`src/rtl/spi_byte_rx.sv`:
```
// spi_byte_rx: SPI mode-0 slave byte receiver, oversampled in the clk_i domain.
// Synchronises the SPI pins, shifts in bytes, and emits byte/abort strobes.
//
// Ports:
//   clk_i, rst_n_i    system clock, asynchronous active-low reset
//   spi_sclk_i        SPI clock pin (async)
//   spi_mosi_i        SPI data pin (async)
//   spi_cs_n_i        SPI chip select, active low (async)
//   spi_dc_i          data/command pin, 0 = command, 1 = data (async)
//   dc_o              D/C flag of the last completed byte
//   spi_byte_vld_o    1-cycle strobe, byte complete
//   spi_byte_data_o   last completed byte
//   spi_abort_o       1-cycle strobe, CS released with a partial byte
//
// Parameters:
//   SYNC_STAGES       depth of each pin synchroniser (2..4)
//
// Build option:
//   SPI_RX_LSB_FIRST_EN  when defined, the first bit received lands in bit 0.
//                        Undefined (default): MSB first.

module spi_byte_rx #(
    parameter int SYNC_STAGES = 2
) (
    input  logic       clk_i,
    input  logic       rst_n_i,
    input  logic       spi_sclk_i,
    input  logic       spi_mosi_i,
    input  logic       spi_cs_n_i,
    input  logic       spi_dc_i,
    output logic       dc_o,
    output logic       spi_byte_vld_o,
    output logic [7:0] spi_byte_data_o,
    output logic       spi_abort_o
);

    typedef enum logic {
        IDLE = 1'b0,
        RECV = 1'b1
    } state_t;

    state_t state_q;
    state_t state_d;

    // All four pins use the same depth so their relative skew is preserved.
    logic [SYNC_STAGES-1:0] sclk_sync_q;
    logic [SYNC_STAGES-1:0] mosi_sync_q;
    logic [SYNC_STAGES-1:0] cs_sync_q;
    logic [SYNC_STAGES-1:0] dc_sync_q;

    logic sclk_s;
    logic mosi_s;
    logic cs_n_s;
    logic dc_s;

    logic sclk_dly_q;
    logic sclk_rise;

    logic [2:0] bit_cnt_q;
    logic [7:0] shreg_q;
    logic [7:0] shreg_nxt;
    logic       done_q;
    logic       dc_cap_q;

    logic shift_en;
    logic cnt_clr;
    logic abort_d;
    logic last_bit;

    // ------------------------------------------------------------------
    // Pin synchronisers
    // ------------------------------------------------------------------
    always_ff @(posedge clk_i or negedge rst_n_i) begin
        if (!rst_n_i) begin
            sclk_sync_q <= '0;
            mosi_sync_q <= '0;
            cs_sync_q   <= '1;
            dc_sync_q   <= '0;
        end else begin
            sclk_sync_q <= {sclk_sync_q[SYNC_STAGES-2:0], spi_sclk_i};
            mosi_sync_q <= {mosi_sync_q[SYNC_STAGES-2:0], spi_mosi_i};
            cs_sync_q   <= {cs_sync_q[SYNC_STAGES-2:0], spi_cs_n_i};
            dc_sync_q   <= {dc_sync_q[SYNC_STAGES-2:0], spi_dc_i};
        end
    end

    assign sclk_s = sclk_sync_q[SYNC_STAGES-1];
    assign mosi_s = mosi_sync_q[SYNC_STAGES-1];
    assign cs_n_s = cs_sync_q[SYNC_STAGES-1];
    assign dc_s   = dc_sync_q[SYNC_STAGES-1];

    // ------------------------------------------------------------------
    // SCLK rising-edge detect
    // ------------------------------------------------------------------
    always_ff @(posedge clk_i or negedge rst_n_i) begin
        if (!rst_n_i) begin
            sclk_dly_q <= 1'b0;
        end else begin
            sclk_dly_q <= sclk_s;
        end
    end

    assign sclk_rise = sclk_s & ~sclk_dly_q;

    // ------------------------------------------------------------------
    // Frame FSM
    // ------------------------------------------------------------------
    always_ff @(posedge clk_i or negedge rst_n_i) begin
        if (!rst_n_i) begin
            state_q <= IDLE;
        end else begin
            state_q <= state_d;
        end
    end

    // A CS release seen in the same cycle as a rise wins: the rise is
    // dropped and any partial byte becomes an abort.
    always_comb begin
        state_d  = state_q;
        shift_en = 1'b0;
        cnt_clr  = 1'b0;
        abort_d  = 1'b0;
        unique case (state_q)
            IDLE: begin
                if (!cs_n_s) begin
                    state_d = RECV;
                end
            end
            RECV: begin
                if (cs_n_s) begin
                    state_d = IDLE;
                    cnt_clr = 1'b1;
                    abort_d = (bit_cnt_q != 3'd0);
                end else if (sclk_rise) begin
                    shift_en = 1'b1;
                end
            end
            default: begin
                state_d = IDLE;
                cnt_clr = 1'b1;
            end
        endcase
    end

    // ------------------------------------------------------------------
    // Shift register and bit counter
    // ------------------------------------------------------------------
`ifdef SPI_RX_LSB_FIRST_EN
    assign shreg_nxt = {mosi_s, shreg_q[7:1]};
`else
    assign shreg_nxt = {shreg_q[6:0], mosi_s};
`endif

    assign last_bit = shift_en && (bit_cnt_q == 3'd7);

    always_ff @(posedge clk_i or negedge rst_n_i) begin
        if (!rst_n_i) begin
            bit_cnt_q <= 3'd0;
            shreg_q   <= 8'h00;
            done_q    <= 1'b0;
            dc_cap_q  <= 1'b0;
        end else begin
            done_q <= last_bit;
            if (cnt_clr) begin
                bit_cnt_q <= 3'd0;
                shreg_q   <= 8'h00;
            end else if (shift_en) begin
                // Counter wraps 7 -> 0 so bytes can follow without a CS toggle.
                bit_cnt_q <= bit_cnt_q + 3'd1;
                shreg_q   <= shreg_nxt;
            end
            if (last_bit) begin
                dc_cap_q <= dc_s;
            end
        end
    end

    // ------------------------------------------------------------------
    // Output register: data and dc update together with the strobe and
    // then hold until the next completed byte.
    // ------------------------------------------------------------------
    always_ff @(posedge clk_i or negedge rst_n_i) begin
        if (!rst_n_i) begin
            spi_byte_vld_o  <= 1'b0;
            spi_byte_data_o <= 8'h00;
            dc_o            <= 1'b0;
            spi_abort_o     <= 1'b0;
        end else begin
            spi_byte_vld_o <= done_q;
            spi_abort_o    <= abort_d;
            if (done_q) begin
                spi_byte_data_o <= shreg_q;
                dc_o            <= dc_cap_q;
            end
        end
    end

endmodule

```
`config.mk`:
```
export PLATFORM = sky130hd
export DESIGN_NAME = spi_byte_rx
export DESIGN_NICKNAME = d
export VERILOG_FILES = /design/src/rtl/spi_byte_rx.sv
export SDC_FILE = /design/constraint.sdc
export NUM_CORES = 1
export LEC_CHECK = 0
export CORE_UTILIZATION = 46
export DETAILED_ROUTE_END_ITERATION = 8
export HOLD_SLACK_MARGIN = 0.06
export PLACE_DENSITY = 0.78
export SETUP_SLACK_MARGIN = 0.5
export SLEW_MARGIN = 20
export SYNTH_ARGS = -nofsm -noshare
export SYNTH_HDL_FRONTEND = slang
export SYNTH_SLANG_ARGS = --single-unit
```
`constraint.sdc`:
```
create_clock -name clk_i -period 1.2 [get_ports clk_i]
set_input_delay 0.18 -clock clk_i [delete_from_list [all_inputs] [get_ports clk_i]]
set_output_delay 0.18 -clock clk_i [all_outputs]
set_load 0.1 [all_outputs]
```
Word-level counts from Yosys, hierarchy flattened

Index checks and enable logic that the tools add are counted.
W data, S select, Z words.

Flip-flop bits (word level): 34
Latch bits: 0
Output and inout port bits: 11
Bits in read-only memories: 0
Memories kept: 0
Logic and storage cells: 33
Bits in writable memories: 0

Div/mod/pow operators: 0
Eq/ne operators: 1
Magnitude comparators: 0
Add/subtract/negate cells: 1
Multiplexer cells: 12
Shift operators: 0
Reduce and logical (&&, ||, !) cells: 3
Bitwise operators: 2
Multipliers: 0

Operator list:

| cell                  | number |
|---|---|
| $mux W8               | 2 |
| $mux W1               | 8 |
| $mux W3               | 2 |
| $add A3 B1 Y3 const B | 1 |
| $eq A3 B3 Y1 const B  | 1 |
| $reduce_bool A3 Y1    | 1 |
| $reduce_bool A2 Y1    | 1 |
| $and A1 B1 Y1         | 1 |
| $logic_and A1 B1 Y1   | 1 |
| $not A1 Y1            | 1 |

Logic depth before layout (Yosys ltp)

Depth in word-level cells: 7
Depth in mapped cells: 4
Gate-level depth less buffers: 4

Worst setup path after synthesis

No wires, ideal clock.

Path type: reg2reg
Start: register bit_cnt_q[0]
End: register dc_cap_q
Data arrival time: 1146 ps
Setup slack: -71 ps
Setup time: 125 ps
Required time: 1075 ps
Buffers on the path: 0
Period minus slack after synthesis: 1271 ps
Stages on the path, launching flop included: 5
Path through: dfrtp_1 > ha_1 > ha_1 > and2_4 > mux2_4

Longest elaborated chain between the ends: 2

Ends and longest elaborated chain:

| item                     | line | source |
|---|---|---|
| start: declaration       | 59   | `logic [2:0] bit_cnt_q;` |
| start signal: assignment | 169  | `bit_cnt_q <= bit_cnt_q + 3'd1;` |
| $eq A3 B3 Y1             | 154  | `assign last_bit = shift_en && (bit_cnt_q == 3'd7);` |
| $logic_and A1 B1 Y1      | 154  |  |
| via last_bit             | 68   | `logic last_bit;` |
| end signal: assignment   | 173  | `dc_cap_q <= dc_s;` |
| end: declaration         | 63   | `logic dc_cap_q;` |

The timed path passes the listed nets, and every way through them passes these cells.
A chain may end at the register's enable or synchronous reset.

Worst setup path in the final report

Start: register cs_sync_q[1]
End: register dc_cap_q

Longest elaborated chain between the ends: 3

Ends and longest elaborated chain:

| item                     | line | source |
|---|---|---|
| start: declaration       | 48   | `logic [SYNC_STAGES-1:0] cs_sync_q;` |
| start signal: assignment | 82   | `cs_sync_q <= {cs_sync_q[SYNC_STAGES-2:0], spi_cs_n_i};` |
| $mux W1                  | 130  | `if (cs_n_s) begin` |
| $mux W1                  | 123  | `unique case (state_q)` |
| $logic_and A1 B1 Y1      | 154  |  |
| via last_bit             | 68   |  |

The timed path passes the listed nets, and every way through them passes these cells.

==> impl_metrics.py <==
metrics = {
    "status": {
        "status": "finished with violations",
        "violations": "negative setup slack",
    },
    "finish": {
        "diodes": 0,
        "final_cells": 131,
        "layout_common_cells": "20 x dfrtp_1, 13 x buf_12, 11 x dfrtp_4, 10 x a22o_1, 9 x mux2_4",
        "mostFrequentLayoutCell": "dfrtp_1",
        "area_growth_pct": 50.5,
        "drive_above_1_share": 0.621,
        "nets": 111,
        "final_cell_area_um2": 1780,
    },
    "power": {
        "power_leakage_uw": 0.000793,
        "peakVddDrop_v": 0.00105,
        "p_switching_uw": 447,
        "p_per_area_nw_per_um2": 1170,
        "swShare": 0.214,
        "pwr-share-comb": 0.062,
        "p_clk_frac": 0.368,
        "seq_power_share": 0.570,
        "p_int_uw": 1640,
    },
    "drt": {
        "ant_nets": 0,
        "drc": 0,
        "routed_wl_um": 2140,
        "num_vias": 704,
        "wire_per_inst_um": 16.3,
        "drtIter0Drc": 7,
        "routed_via_density": 5.37,
        "dr.pass1.iters": 4,
    },
    "critical_path": {
        "setup.worst_path.class": "reg -> reg",
        "crit_fanout": 3,
        "cp-start-kind": "flip-flop",
        "cp.arrival_ns": 1.55,
        "required_ns": 1.43,
        "crit_path_end_kind": "flip-flop",
    },
    "global_route": {
        "grt_pass1_vias": 722,
        "antenna_found_initial": 0,
        "grt_usage": 0.194,
        "grt_start_max_net_pins": 35,
        "grt_overflow_total": 0,
        "grt_pass1_wl_um": 3560,
    },
    "logic_synthesis": {
        "yosysUniqueCellTypes": 14,
        "seq_area_frac_synth": 0.722,
        "synth.largest_area_cell": "dfrtp_1",
        "netlist_top_cells_area": "dfrtp_1 68%, mux2_2 9.5%, a22o_1 7.4%, dfstp_2 4.4%, ha_1 3.2%",
        "yosys.area_share.simple": 0.0297,
        "syn_area_per_cell_um2": 16.6,
        "synth_top_family_by_area": "multiplexers",
        "synth-compound-area-share": 0.0826,
        "ys_seq_elements": 34,
        "syn_area_um2": 1180,
        "yosysTopAreaCellShare": 0.678,
        "synth_nets": 80,
        "synth_adder_area_share": 0.0318,
        "synth-xor-area-share": 0,
        "ys_warn_count": 0,
        "muxShareOfSynthArea": 0.108,
        "postSynthCellCount": 71,
    },
    "clocking": {
        "clkLatencyLatePin_ns": 0.33,
        "cts_tree": "built",
        "path_clk_slew_ns": 0.10,
        "cts_buffer_depth": 2,
        "clockRootBuffer": "clkbuf_4",
        "cts_buffers": 5,
        "cts.sinks": 34,
        "h-tree-depth": 2,
    },
    "floorplan": {
        "core_region_area_um2": 2320,
        "ios": 17,
        "dieHeight_um": 52.7,
        "die-area_um2": 2770,
        "dieWidth_um": 52.7,
        "rows": 17,
        "start_util": 0.509,
    },
    "placement": {
        "globalplace.congestion": 0.697,
        "dpl.hpwl_um": 1320,
        "placed_area_um2": 1610,
        "placedCellCount": 121,
        "io_buffers": 16,
    },
    "sta": {
        "rsz0062_at_grt": "yes",
        "min_period_over_period": 1.10,
        "setup_violations": 12,
        "finalCriticalPeriod_ns": 1.32,
        "final_max_slew_viol_count": 0,
        "setup_tns_ns": -0.861,
        "hold_violations": 0,
        "setup_slack_ns": -0.122,
        "worstMarginPinSlew_ns": 0.183,
        "skew_ns": 0.00559,
        "fmax_mhz": 757,
        "slew_headroom": 0.878,
    },
    "flow_run": {
        "max-cap-violations": 0,
    },
    "min_path": {
        "hold_class": "in -> async",
    },
}
[critical path: stages, from the launching register on]
cell	delay, ns
dfstp_2	0.56
and4bb_4	0.20
and2_4	0.16
mux2_4	0.30
[path summary, 6_finish.rpt]
path | end | slack (ns) | start | cells past startpoint
setup / recovery | dc_cap_q | -0.12 | cs_sync_q[1] | 3
hold / removal | state_q | 0.20 | rst_n_i | 2
setup reg to reg | dc_cap_q | -0.12 | cs_sync_q[1] | 3
hold reg to reg | cs_sync_q[1] | 0.36 | cs_sync_q[0] | 0
max in group asynchronous | cs_sync_q[0] | 0.76 | rst_n_i | 2
min in group clk_i | cs_sync_q[0] | 0.25 | spi_cs_n_i | 1
[cells in the mapped netlist]
library cell,n
a21oi_1,1
a22o_1,10
and2_4,1
and4bb_4,1
buf_2,3
dfrtp_1,32
dfstp_2,2
ha_1,3
inv_1,4
mux2_2,10
mux2_4,1
nand2_1,1
nor2b_1,1
o21ai_1,1
[power groups by stage]
stage,clock network (µW),logic (µW),registers (µW)
after CTS,785,122,1190
final,768,129,1190
after global placement,0,115,1210
after floorplan,0,30.0,1220
after global routing,822,145,1190
after detailed placement,0,119,1210
[sequential cells by signal, summed over array words and instances, names as in the netlist]
name and count:
spi_abort_o 1, cs_sync_q 2, shreg_q 8, dc_cap_q 1
bit_cnt_q 3, sclk_sync_q 2, spi_byte_data_o 8, dc_o 1
spi_byte_vld_o 1, state_q 1, sclk_dly_q 1, done_q 1
mosi_sync_q 2, dc_sync_q 2
[stage by stage]
stage          total power [µW]  worst slack (ns)  hold slack (ns)   util
3_5_place_dp               1330           -0.0788            0.343  0.695
6_report                   2090            -0.122            0.199  0.767
3_3_place_gp               1330           -0.0510            0.333  0.695
5_1_grt                    2160            -0.141            0.215  0.767
2_1_floorplan              1250           -0.0648           -0.116      -
4_1_cts                    2100           -0.0895            0.202  0.744
[what timing repair did]
item                       in CTS  in global routing
pin swaps                       2                  3
hold buffers                    0                  0
buffers inserted                0                  1
gates cloned                    0                  1
setup endpoints to repair      35                 35
resized for setup              10                  8
[routing by layer]
metal | up-vias | global-route usage | share of wire
li1 | 308 | - | -
met1 | 367 | 0.237 | 0.42
met2 | 21 | 0.297 | 0.50
met3 | 8 | 0.0609 | 0.054
met4 | 0 | 0.118 | 0.024
met5 | - | 0 | 0
[cell type report]
type,count,area [µm²]
clock buffer,8,78.8
fill,134,541
inverter,4,15.0
multi-input combinational,30,343
sequential,34,896
tap,28,35.0
timing repair buffer,27,410
[kinds of logic (layout without fill, tap and decap cells)]
logic type      after synthesis  in the layout
compound gates               12             12
flops                        34             34
fa+ha+maj                     3              3
simple gates                  4              4
buf+inv                       7             39
mux                          11             11
No activity file was read; power rests on OpenSTA's default activity.
